**config.mk**
```make
export PLATFORM = sky130hd
export DESIGN_NAME = multicycle_control_unit
export DESIGN_NICKNAME = d
export VERILOG_FILES = /design/src/rtl/rv32_ctrl_pkg.sv /design/src/rtl/branch_condition_eval.sv /design/src/rtl/multicycle_control_unit.sv
export SDC_FILE = /design/constraint.sdc
export NUM_CORES = 1
export LEC_CHECK = 0
export ABC_CLOCK_PERIOD_IN_PS = 3400
export BUFFER_PORTS_ARGS = -buffer_cell sky130_fd_sc_hd__buf_2
export CORE_MARGIN = 2
export CORE_UTILIZATION = 39
export DETAILED_ROUTE_END_ITERATION = 8
export PLACE_DENSITY = 0.77
export SETUP_SLACK_MARGIN = 0.15
export SLEW_MARGIN = 20
export SYNTH_ARGS = -nofsm -noshare
export SYNTH_HDL_FRONTEND = slang
export SYNTH_SLANG_ARGS = --single-unit
```
**constraint.sdc**
```tcl
create_clock -name clk -period 3.4 [get_ports clk]
set_input_delay 1.02 -clock clk [delete_from_list [all_inputs] [get_ports clk]]
set_output_delay 1.02 -clock clk [all_outputs]
set_load 0.05 [all_outputs]
```
**src/rtl/rv32_ctrl_pkg.sv**
```systemverilog
// rv32_ctrl_pkg: shared encodings for the multicycle RV32I control unit
package rv32_ctrl_pkg;
  localparam logic [6:0] OP_LUI    = 7'b0110111;
  localparam logic [6:0] OP_AUIPC  = 7'b0010111;
  localparam logic [6:0] OP_JAL    = 7'b1101111;
  localparam logic [6:0] OP_JALR   = 7'b1100111;
  localparam logic [6:0] OP_BRANCH = 7'b1100011;
  localparam logic [6:0] OP_LOAD   = 7'b0000011;
  localparam logic [6:0] OP_STORE  = 7'b0100011;
  localparam logic [6:0] OP_IMM    = 7'b0010011;
  localparam logic [6:0] OP_REG    = 7'b0110011;
  localparam logic [2:0] IMM_U = 3'b000;
  localparam logic [2:0] IMM_I = 3'b001;
  localparam logic [2:0] IMM_S = 3'b010;
  localparam logic [2:0] IMM_B = 3'b011;
  localparam logic [2:0] IMM_J = 3'b100;
  localparam logic [1:0] SRC_A_RS1  = 2'b00;
  localparam logic [1:0] SRC_A_PC   = 2'b01;
  localparam logic [1:0] SRC_A_ZERO = 2'b10;
  localparam logic [1:0] SRC_B_RS2  = 2'b00;
  localparam logic [1:0] SRC_B_IMM  = 2'b01;
  localparam logic [1:0] SRC_B_FOUR = 2'b10;
  localparam logic [1:0] WB_ALU = 2'b00;
  localparam logic [1:0] WB_MEM = 2'b01;
  localparam logic [1:0] WB_PC4 = 2'b10;
  typedef enum logic [3:0] {
    ALU_ADD, ALU_SUB, ALU_SLL, ALU_SLT, ALU_SLTU, ALU_XOR, ALU_SRL, ALU_SRA, ALU_OR, ALU_AND
  } alu_op_e;
  typedef enum logic [2:0] {
    S_FETCH, S_DECODE, S_EXECUTE, S_MEM_ACCESS, S_WRITEBACK, S_TRAP
  } state_e;
  function automatic alu_op_e alu_func(input logic [2:0] f3, input logic alt);
    case (f3)
      3'b000:  return alt ? ALU_SUB : ALU_ADD;
      3'b001:  return ALU_SLL;
      3'b010:  return ALU_SLT;
      3'b011:  return ALU_SLTU;
      3'b100:  return ALU_XOR;
      3'b101:  return alt ? ALU_SRA : ALU_SRL;
      3'b110:  return ALU_OR;
      default: return ALU_AND;
    endcase
  endfunction
endpackage

```
**src/rtl/branch_condition_eval.sv**
```systemverilog
// branch_condition_eval: funct3 x ALU compare flags -> branch taken
module branch_condition_eval (
  input  logic [2:0] funct3,
  input  logic       alu_zero,
  input  logic       alu_lt,
  output logic       taken
);
  // funct3[0] inverts the base condition; 010/011 are not branches
  always_comb taken = funct3[2] ? (alu_lt ^ funct3[0]) : (!funct3[1] && (alu_zero ^ funct3[0]));
endmodule

```
**src/rtl/multicycle_control_unit.sv**
```systemverilog
// multicycle_control_unit: fetch/decode/execute/memory/writeback sequencer for RV32I
module multicycle_control_unit
  import rv32_ctrl_pkg::*;
#(
  parameter int MEM_TIMEOUT = 16
) (
  input  logic        clk,
  input  logic        rst_n,
  input  logic [31:0] instruction_register,
  input  logic        alu_zero,
  input  logic        alu_lt,
  input  logic        mem_ready,
  output logic        ir_write,
  output logic        pc_write,
  output logic        pc_src,
  output logic [2:0]  immediate_select,
  output logic [1:0]  alu_src_a,
  output logic [1:0]  alu_src_b,
  output logic [3:0]  alu_op,
  output logic        mem_req,
  output logic        mem_we,
  output logic        mem_addr_sel,
  output logic        reg_write,
  output logic [1:0]  wb_sel,
  output logic        illegal_instr,
  output logic        bus_error
);
  localparam int CW = MEM_TIMEOUT > 1 ? $clog2(MEM_TIMEOUT) : 1;
  state_e state, state_nx;
  logic [CW-1:0] cnt;
  logic [6:0] opcode;
  logic [2:0] funct3, imm_dec;
  logic alt, is_load, is_store, is_branch, is_jump, legal, mem_state, in_ex, timeout;
  logic taken, branch_taken, unused_ir;
  logic [1:0] ex_a, ex_b;
  alu_op_e ex_op, cmp_op;
  assign opcode    = instruction_register[6:0];
  assign funct3    = instruction_register[14:12];
  assign alt       = instruction_register[30];
  assign unused_ir = ^{instruction_register[31], instruction_register[29:15], instruction_register[11:7]};
  assign is_load   = opcode == OP_LOAD;
  assign is_store  = opcode == OP_STORE;
  assign is_branch = opcode == OP_BRANCH;
  assign is_jump   = opcode == OP_JAL || opcode == OP_JALR;
  assign legal     = opcode inside {OP_LUI, OP_AUIPC, OP_JAL, OP_JALR, OP_BRANCH, OP_LOAD, OP_STORE, OP_IMM, OP_REG};
  assign mem_state = state == S_FETCH || state == S_MEM_ACCESS;
  assign in_ex     = state inside {S_EXECUTE, S_MEM_ACCESS, S_WRITEBACK};
  assign timeout   = MEM_TIMEOUT != 0 && mem_state && !mem_ready && cnt == CW'(MEM_TIMEOUT - 1);
  assign imm_dec   = (opcode == OP_LUI || opcode == OP_AUIPC) ? IMM_U :
                     is_store ? IMM_S : is_branch ? IMM_B : opcode == OP_JAL ? IMM_J : IMM_I;
  assign ex_a      = opcode == OP_LUI ? SRC_A_ZERO :
                     (opcode inside {OP_AUIPC, OP_JAL, OP_BRANCH}) ? SRC_A_PC : SRC_A_RS1;
  assign ex_b      = opcode == OP_REG ? SRC_B_RS2 : SRC_B_IMM;
  // only the shift-right immediate honours bit 30; ADDI has no subtract form
  assign ex_op     = opcode == OP_REG ? alu_func(funct3, alt) :
                     opcode == OP_IMM ? alu_func(funct3, funct3 == 3'b101 && alt) : ALU_ADD;
  assign cmp_op    = funct3[2] ? (funct3[1] ? ALU_SLTU : ALU_SLT) : ALU_SUB;
  branch_condition_eval u_bce (
    .funct3  (funct3),
    .alu_zero(alu_zero),
    .alu_lt  (alu_lt),
    .taken   (taken)
  );
  always_ff @(posedge clk or negedge rst_n)
    if (!rst_n) begin
      state         <= S_FETCH;
      cnt           <= '0;
      branch_taken  <= 1'b0;
      illegal_instr <= 1'b0;
      bus_error     <= 1'b0;
    end else begin
      state <= state_nx;
      cnt   <= state_nx != state ? '0 : (mem_state && !mem_ready ? cnt + CW'(1) : cnt);
      if (state == S_DECODE) branch_taken <= taken;
      if (state == S_DECODE && !legal) illegal_instr <= 1'b1;
      if (timeout) bus_error <= 1'b1;
    end
  always_comb begin
    state_nx = state;
    case (state)
      S_FETCH:      state_nx = timeout ? S_TRAP : mem_ready ? S_DECODE : S_FETCH;
      S_DECODE:     state_nx = legal ? S_EXECUTE : S_TRAP;
      S_EXECUTE:    state_nx = (is_load || is_store) ? S_MEM_ACCESS : is_branch ? S_FETCH : S_WRITEBACK;
      S_MEM_ACCESS: state_nx = timeout ? S_TRAP : !mem_ready ? S_MEM_ACCESS : is_store ? S_FETCH : S_WRITEBACK;
      S_WRITEBACK:  state_nx = S_FETCH;
      default:      state_nx = S_TRAP;
    endcase
  end
  // reset forces FETCH asynchronously, so only the FETCH enables need rst_n gating
  always_comb begin
    ir_write         = rst_n && state == S_FETCH && mem_ready;
    mem_req          = rst_n && mem_state;
    mem_addr_sel     = state == S_MEM_ACCESS;
    mem_we           = state == S_MEM_ACCESS && is_store;
    pc_write         = (state == S_EXECUTE && is_branch) || (state == S_MEM_ACCESS && is_store && mem_ready) ||
                       state == S_WRITEBACK;
    pc_src           = (state == S_EXECUTE && is_branch && branch_taken) || (state == S_WRITEBACK && is_jump);
    reg_write        = state == S_WRITEBACK;
    wb_sel           = state != S_WRITEBACK ? WB_ALU : is_load ? WB_MEM : is_jump ? WB_PC4 : WB_ALU;
    immediate_select = (state == S_FETCH || state == S_TRAP) ? IMM_I : imm_dec;
    alu_src_a        = in_ex ? ex_a : SRC_A_RS1;
    alu_src_b        = in_ex ? ex_b : SRC_B_RS2;
    alu_op           = in_ex ? ex_op : state == S_DECODE ? cmp_op : ALU_ADD;
  end
endmodule

```
## Yosys cells after proc, flatten, opt, wreduce, memory -nomap -nowiden

Cells that the tools add are included.

| operators by class | value |
|---|---|
| muxes and demuxes | 37 |
| equality and inequality tests | 23 |
| reduce and logical (&&, ||, !) cells | 30 |
| bitwise gates (word level) | 2 |
| add/subtract/negate cells | 1 |

Operators with widths:

| operator | number |
|---|---|
| case mux 4 bit (7 select lines) | 2 |
| 2-to-1 mux 3 bit | 15 |
| equality test 7 x 6 -> 1 bit (second input constant) | 3 |
| equality test 7 bit (second input constant) | 3 |
| 2-to-1 mux 4 bit | 5 |
| equality test 3 bit (second input constant) | 5 |
| case mux 3 bit (5 select lines) | 1 |
| equality test 7 x 5 -> 1 bit (second input constant) | 2 |
| logical AND 1 bit | 13 |
| equality test 3 x 2 -> 1 bit (second input constant) | 4 |
| 2-to-1 mux 2 bit | 5 |
| 2-to-1 mux 1 bit | 9 |
| nonzero test 9 bit | 1 |
| logical OR 1 bit | 8 |
| equality test 7 x 2 -> 1 bit (second input constant) | 1 |
| equality test 3 x 1 -> 1 bit (second input constant) | 2 |
| zero test 3 bit | 2 |
| nonzero test 3 bit | 2 |
| adder 4 x 1 -> 4 bit (second input constant) | 1 |
| equality test 4 bit (second input constant) | 1 |
| zero test 1 bit | 3 |
| != test 3 bit | 1 |
| != test 3 bit (second input constant) | 1 |
| nonzero test 2 bit | 1 |
| XOR 1 bit | 2 |

| word-level totals | value |
|---|---|
| flip-flop bits (word level) | 10 |
| word-level logic and storage cells | 98 |

## Logic depth before layout (Yosys ltp)

| depth | value |
|---|---|
| depth in word-level cells | 8 |
| depth in mapped cells | 6 |

## By module

Synthesis repeated with hierarchy kept, for this count alone.

| second synthesis, totals | value |
|---|---|
| cells, all modules | 129 |
| area total of the unflattened synthesis | 1008.5 um^2 |

By module, submodules not included:

| module | area each (um^2) | times used | cells each | sequential area each (um^2) |
|---|---|---|---|---|
| multicycle_control_unit | 972.2 | 1 | 124 | 250.2 |
| branch_condition_eval | 36.3 | 1 | 5 | 0.0 |

## Least setup slack after synthesis

OpenSTA, ideal clock, no wires.

| path | value |
|---|---|
| path kind | reg-to-output |
| start point | reg state[1] |
| end point | out mem_we |
| required time | 2380 ps |
| slack | -588 ps |
| data arrival time | 2968 ps |
| cell stages (with the launch flop) | 5 |
| cells stage by stage | dfrtp_1 buf_4 inv_1 nor3_1 nor3b_1 |

| between the ends | value |
|---|---|
| word-level cells in the longest chain between the ends | 2 |

Ends and longest elaborated chain:

| element | RTL line | source |
|---|---|---|
| from (decl) | multicycle_control_unit.sv:29 | `state_e state, state_nx;` |
| from (signal assigned) | multicycle_control_unit.sv:72 | `state <= state_nx;` |
| equality test 3 x 2 -> 1 bit | n/a |  |
| net mem_addr_sel | multicycle_control_unit.sv:22 | `output logic mem_addr_sel,` |
| logical AND 1 bit | multicycle_control_unit.sv:94 | `mem_we = state == S_MEM_ACCESS && is_store;` |
| to (decl) | multicycle_control_unit.sv:21 | `output logic mem_we,` |

The timed path passes the listed nets, and every way through them passes these cells.

## Worst setup path after layout

| path | value |
|---|---|
| start point | in instruction_register[3] |
| end point | out alu_op[1] |

| between the ends | value |
|---|---|
| word-level cells in the longest chain between the ends | 4 |

Ends and longest elaborated chain:

| element | RTL line | source |
|---|---|---|
| from (decl) | multicycle_control_unit.sv:9 | `input logic [31:0] instruction_register,` |
| equality test 7 x 5 -> 1 bit | multicycle_control_unit.sv:56 | `opcode == OP_IMM ? alu_func(funct3, funct3 == 3'b101 && alt) : ALU_ADD;` |
| 2-to-1 mux 4 bit | multicycle_control_unit.sv:56 |  |
| 2-to-1 mux 4 bit * | multicycle_control_unit.sv:55 | `assign ex_op = opcode == OP_REG ? alu_func(funct3, alt) :` |
| 2-to-1 mux 4 bit * | multicycle_control_unit.sv:103 | `alu_op = in_ex ? ex_op : state == S_DECODE ? cmp_op : ALU_ADD;` |
| to (decl) | multicycle_control_unit.sv:19 | `output logic [3:0] alu_op,` |

Mark *: on every way between the ends. The rest lies on a longest branch, timed or not.

==> key figures <==
GRT
  – Initial antenna violation count: 0
  – Vias in the first global route: between 1,000 and 1,500
  – Grt total ovfl: 0
  – First-pass GRT wire length: between 4 and 5 mm
  – Largest net degree at the start of global routing: 12
  – GRT Util Overall: 17.42%

Power and ir drop
  – Power density over the cells: 623.6 nW/um^2
  – Worst vdd rail ir drop: 0.0003943 V
  – Final total power: ~900 uW
  – P_leak: about 0.64 nW

Logic synthesis
  – Syn nets: 178
  – Mux contribution to synthesized area: around 2.9%
  – Top FF cell, synth: dfrtp_1
  – Post-synthesis compound-gate area fraction: 22.28%
  – Synth cell types: between 40 and 50
  – Synthesized instance count: 140
  – Async SR Flop Fraction: 100.0%
  – Syn Area/Cell: around 7.5 sq um
  – Area contributors post-synth: dfrtp_1 (24%), nand2_1 (5.7%), a21oi_1 (4.8%)
  – Syn Std Cell Area: ~1000 sq um
  – Number of enable flip-flop cells after synthesis: 0
  – Sequential fraction of the synthesis area: between 20% and 30%
  – Synth warn: 0
  – Synth top area share: approximately a quarter
  – Synth Area in XOR/XNOR: 5.030%
  – #FFs+latches synth: 10
  – Synth Area in Adders: 1.198%
  – Top cell type by total area after synthesis: dfrtp_1
  – Largest family of logic cells by synthesized area: simple AND/OR/NAND/NOR gates
  – Post-synthesis simple-gate area fraction: a little under two fifths

Routing
  – Starting DRT DRC Count: 38
  – WL final: approximately 2.8 mm
  – Routed Antenna Nets: 0
  – Via/cell ratio: approximately 5.5
  – Drc violations: 0
  – DRT Pass-1 Iters: 4
  – DR vias: roughly 1,200
  – Detailed-route wire length per cell: 13.07 um

STA
  – Fmax: 0.3100 GHz
  – Worst Setup Slack, final: ~170 ps
  – Min Hold Slack: between 400 and 500 ps
  – Fin. max-slew vios: 0
  – Tmin final: 3226 ps
  – Relative slew margins: a little over three fifths
  – Fin crit share: 94.88%
  – Measured slew at the worst slew-check pin: roughly 550 ps
  – Clk_skew: approximately 8.0 ps
  – Hold Vio Cnt, Final: 0
  – RSZ-0062 raised after global routing: true
  – # setup viols final: 0

Clock network
  – Clock sink count: 10
  – Clock root buffer: clkbuf_4
  – CTS Buf Count: 3
  – CTS clk-pin slew, worst paths: ~60 ps
  – Skew-Pair Late Insertion Delay: about 260 ps
  – H-Tree Depth: 1
  – CTS max path bufs: 2
  – CTS tree: yes

Floorplanning
  – Initial Utilization: about two fifths
  – Chip height: 55.76 um
  – Row cnt: 18
  – Die W: 55.76 um
  – Placeable Area: 2500 sq um
  – IO Count: 59
  – Die ar.: just over 3000 sq um

Worst setup path
  – Setup crit end kind: primary output
  – Req. time, crit path: around 2400 ps
  – Worst-path maximum fanout: 5
  – Type of the worst setup path: in -> out
  – Type of origin of the critical path: input pin
  – Worst EP arrival: 2210 ps

Final layout
  – Commonest cells after routing, fill and taps aside: buf_2 (31), nand2_1 (14), buf_4 (13)
  – Share of layout cells above drive strength 1: between 40% and 50%
  – Antenna diodes: 0
  – Most common cell after layout, fill and taps aside: buf_2
  – Area grow syn2layout: 38.56%
  – Fillcell total: 226
  – Fin nets: 221
  – Post-route cell area: 1448 sq um

Flow run
  – Max-Cap Viols: 0

Place
  – Placed cell areas: ~1400 sq um
  – Detailed placement HPWL: between 2 and 2.5 mm
  – Dpl ws: 83.26 ps
  – Port bufs: 36
  – RePlAce Congestion: approximately 0.87

Worst hold path
  – Hold Crit Class: reg -> reg

Outcome
  – Status: completed
==> metrics by stage <==
stage          utilization (%)  setup TNS [ps]  cells
3_3_place_gp             54.80               0    207
5_1_grt                  57.91               0    212
4_1_cts                  56.56               0    211
6_report                 57.91               0    212
3_5_place_dp             54.80               0    207
2_1_floorplan                -          -332.5    140
==> per-layer routing <==
metal | GRT usage, % | wire, um | up-vias
met2 | 30.61 | 1388 | 31
met1 | 22.00 | 1214 | 550
met5 | 0 | 0 | -
met3 | 3.953 | 161 | 2
li1 | - | - | 588
met4 | 2.787 | 8 | 0
==> cell usage after synthesis (2+ instances only) <==
| master | n |
|---|---|
| or2_2 | 2 |
| a31oi_1 | 4 |
| nor3b_1 | 2 |
| nand3_1 | 4 |
| nand4_1 | 4 |
| dfrtp_1 | 10 |
| nor2b_1 | 5 |
| nor3_1 | 8 |
| nand2_1 | 16 |
| xnor2_1 | 2 |
| nand2b_1 | 3 |
| xor2_1 | 4 |
| mux2i_1 | 3 |
| a21oi_1 | 10 |
| buf_4 | 2 |
| o31ai_1 | 2 |
| o21ai_0 | 8 |
| inv_1 | 6 |
| clkbuf_1 | 2 |
| nor2_1 | 12 |
| buf_2 | 5 |
==> worst max-delay path, stage by stage <==
cell and delay [ps]:
buf_2 100, and4bb_2 330, nand2_2 80, nor2_4 160, nand2_2 100, o32ai_4 220, buf_6 190
==> flip-flops by register name, indices dropped and copies added (netlist names) <==
name and cells:
state 3, cnt 4, illegal_instr 1, bus_error 1, branch_taken 1
==> area by class of cell <==
class	instances	area [sq um]	area share [%]
Multi-Input combinational cell	115	814.5	56.27
Timing Repair Buffer	47	286.5	19.79
Sequential cell	10	250.2	17.29
Tap cell	30	37.54	2.593
Clock buffer	4	36.28	2.506
Inverter	6	22.52	1.556
==> cell families after synthesis <==
kind of cell | Yosys count
simple gates | 69
compound gates | 35
buf+inv | 15
flops | 10
xor+xnor | 6
mux | 3
fa+ha+maj | 1
other cells | 1
==> power breakdown <==
group | internal (mW) | leakage (nW) | switching, mW
clock network | 0.0649 | 0.0210 | 0.0383
logic | 0.213 | 0.494 | 0.416
registers | 0.148 | 0.123 | 0.0226
==> worst paths after layout <==
check,startpoint,endpoint,slack [ps],cells after the start
worst max-delay path,instruction_register[3],alu_op[1],170,7
worst min-delay path,bus_error$_DFFE_PN0P_,bus_error$_DFFE_PN0P_,480,1
worst max register to register,state[0]$_DFF_PN0_,cnt[1]$_DFFE_PN0P_,1530,6
worst min register to register,bus_error$_DFFE_PN0P_,bus_error$_DFFE_PN0P_,480,1
max in group asynchronous,rst_n,cnt[0]$_DFFE_PN0P_,2540,2
min in group asynchronous,rst_n,state[1]$_DFF_PN0_,710,2
==> timing repair <==
action                     CTS  global route
hold buffers                 0             0
pin swaps                    0             2
buffers inserted             0             1
gates cloned                 0             0
setup endpoints to repair    3             5
gates resized for setup      3            11
No activity file was read; power rests on OpenSTA's default activity.
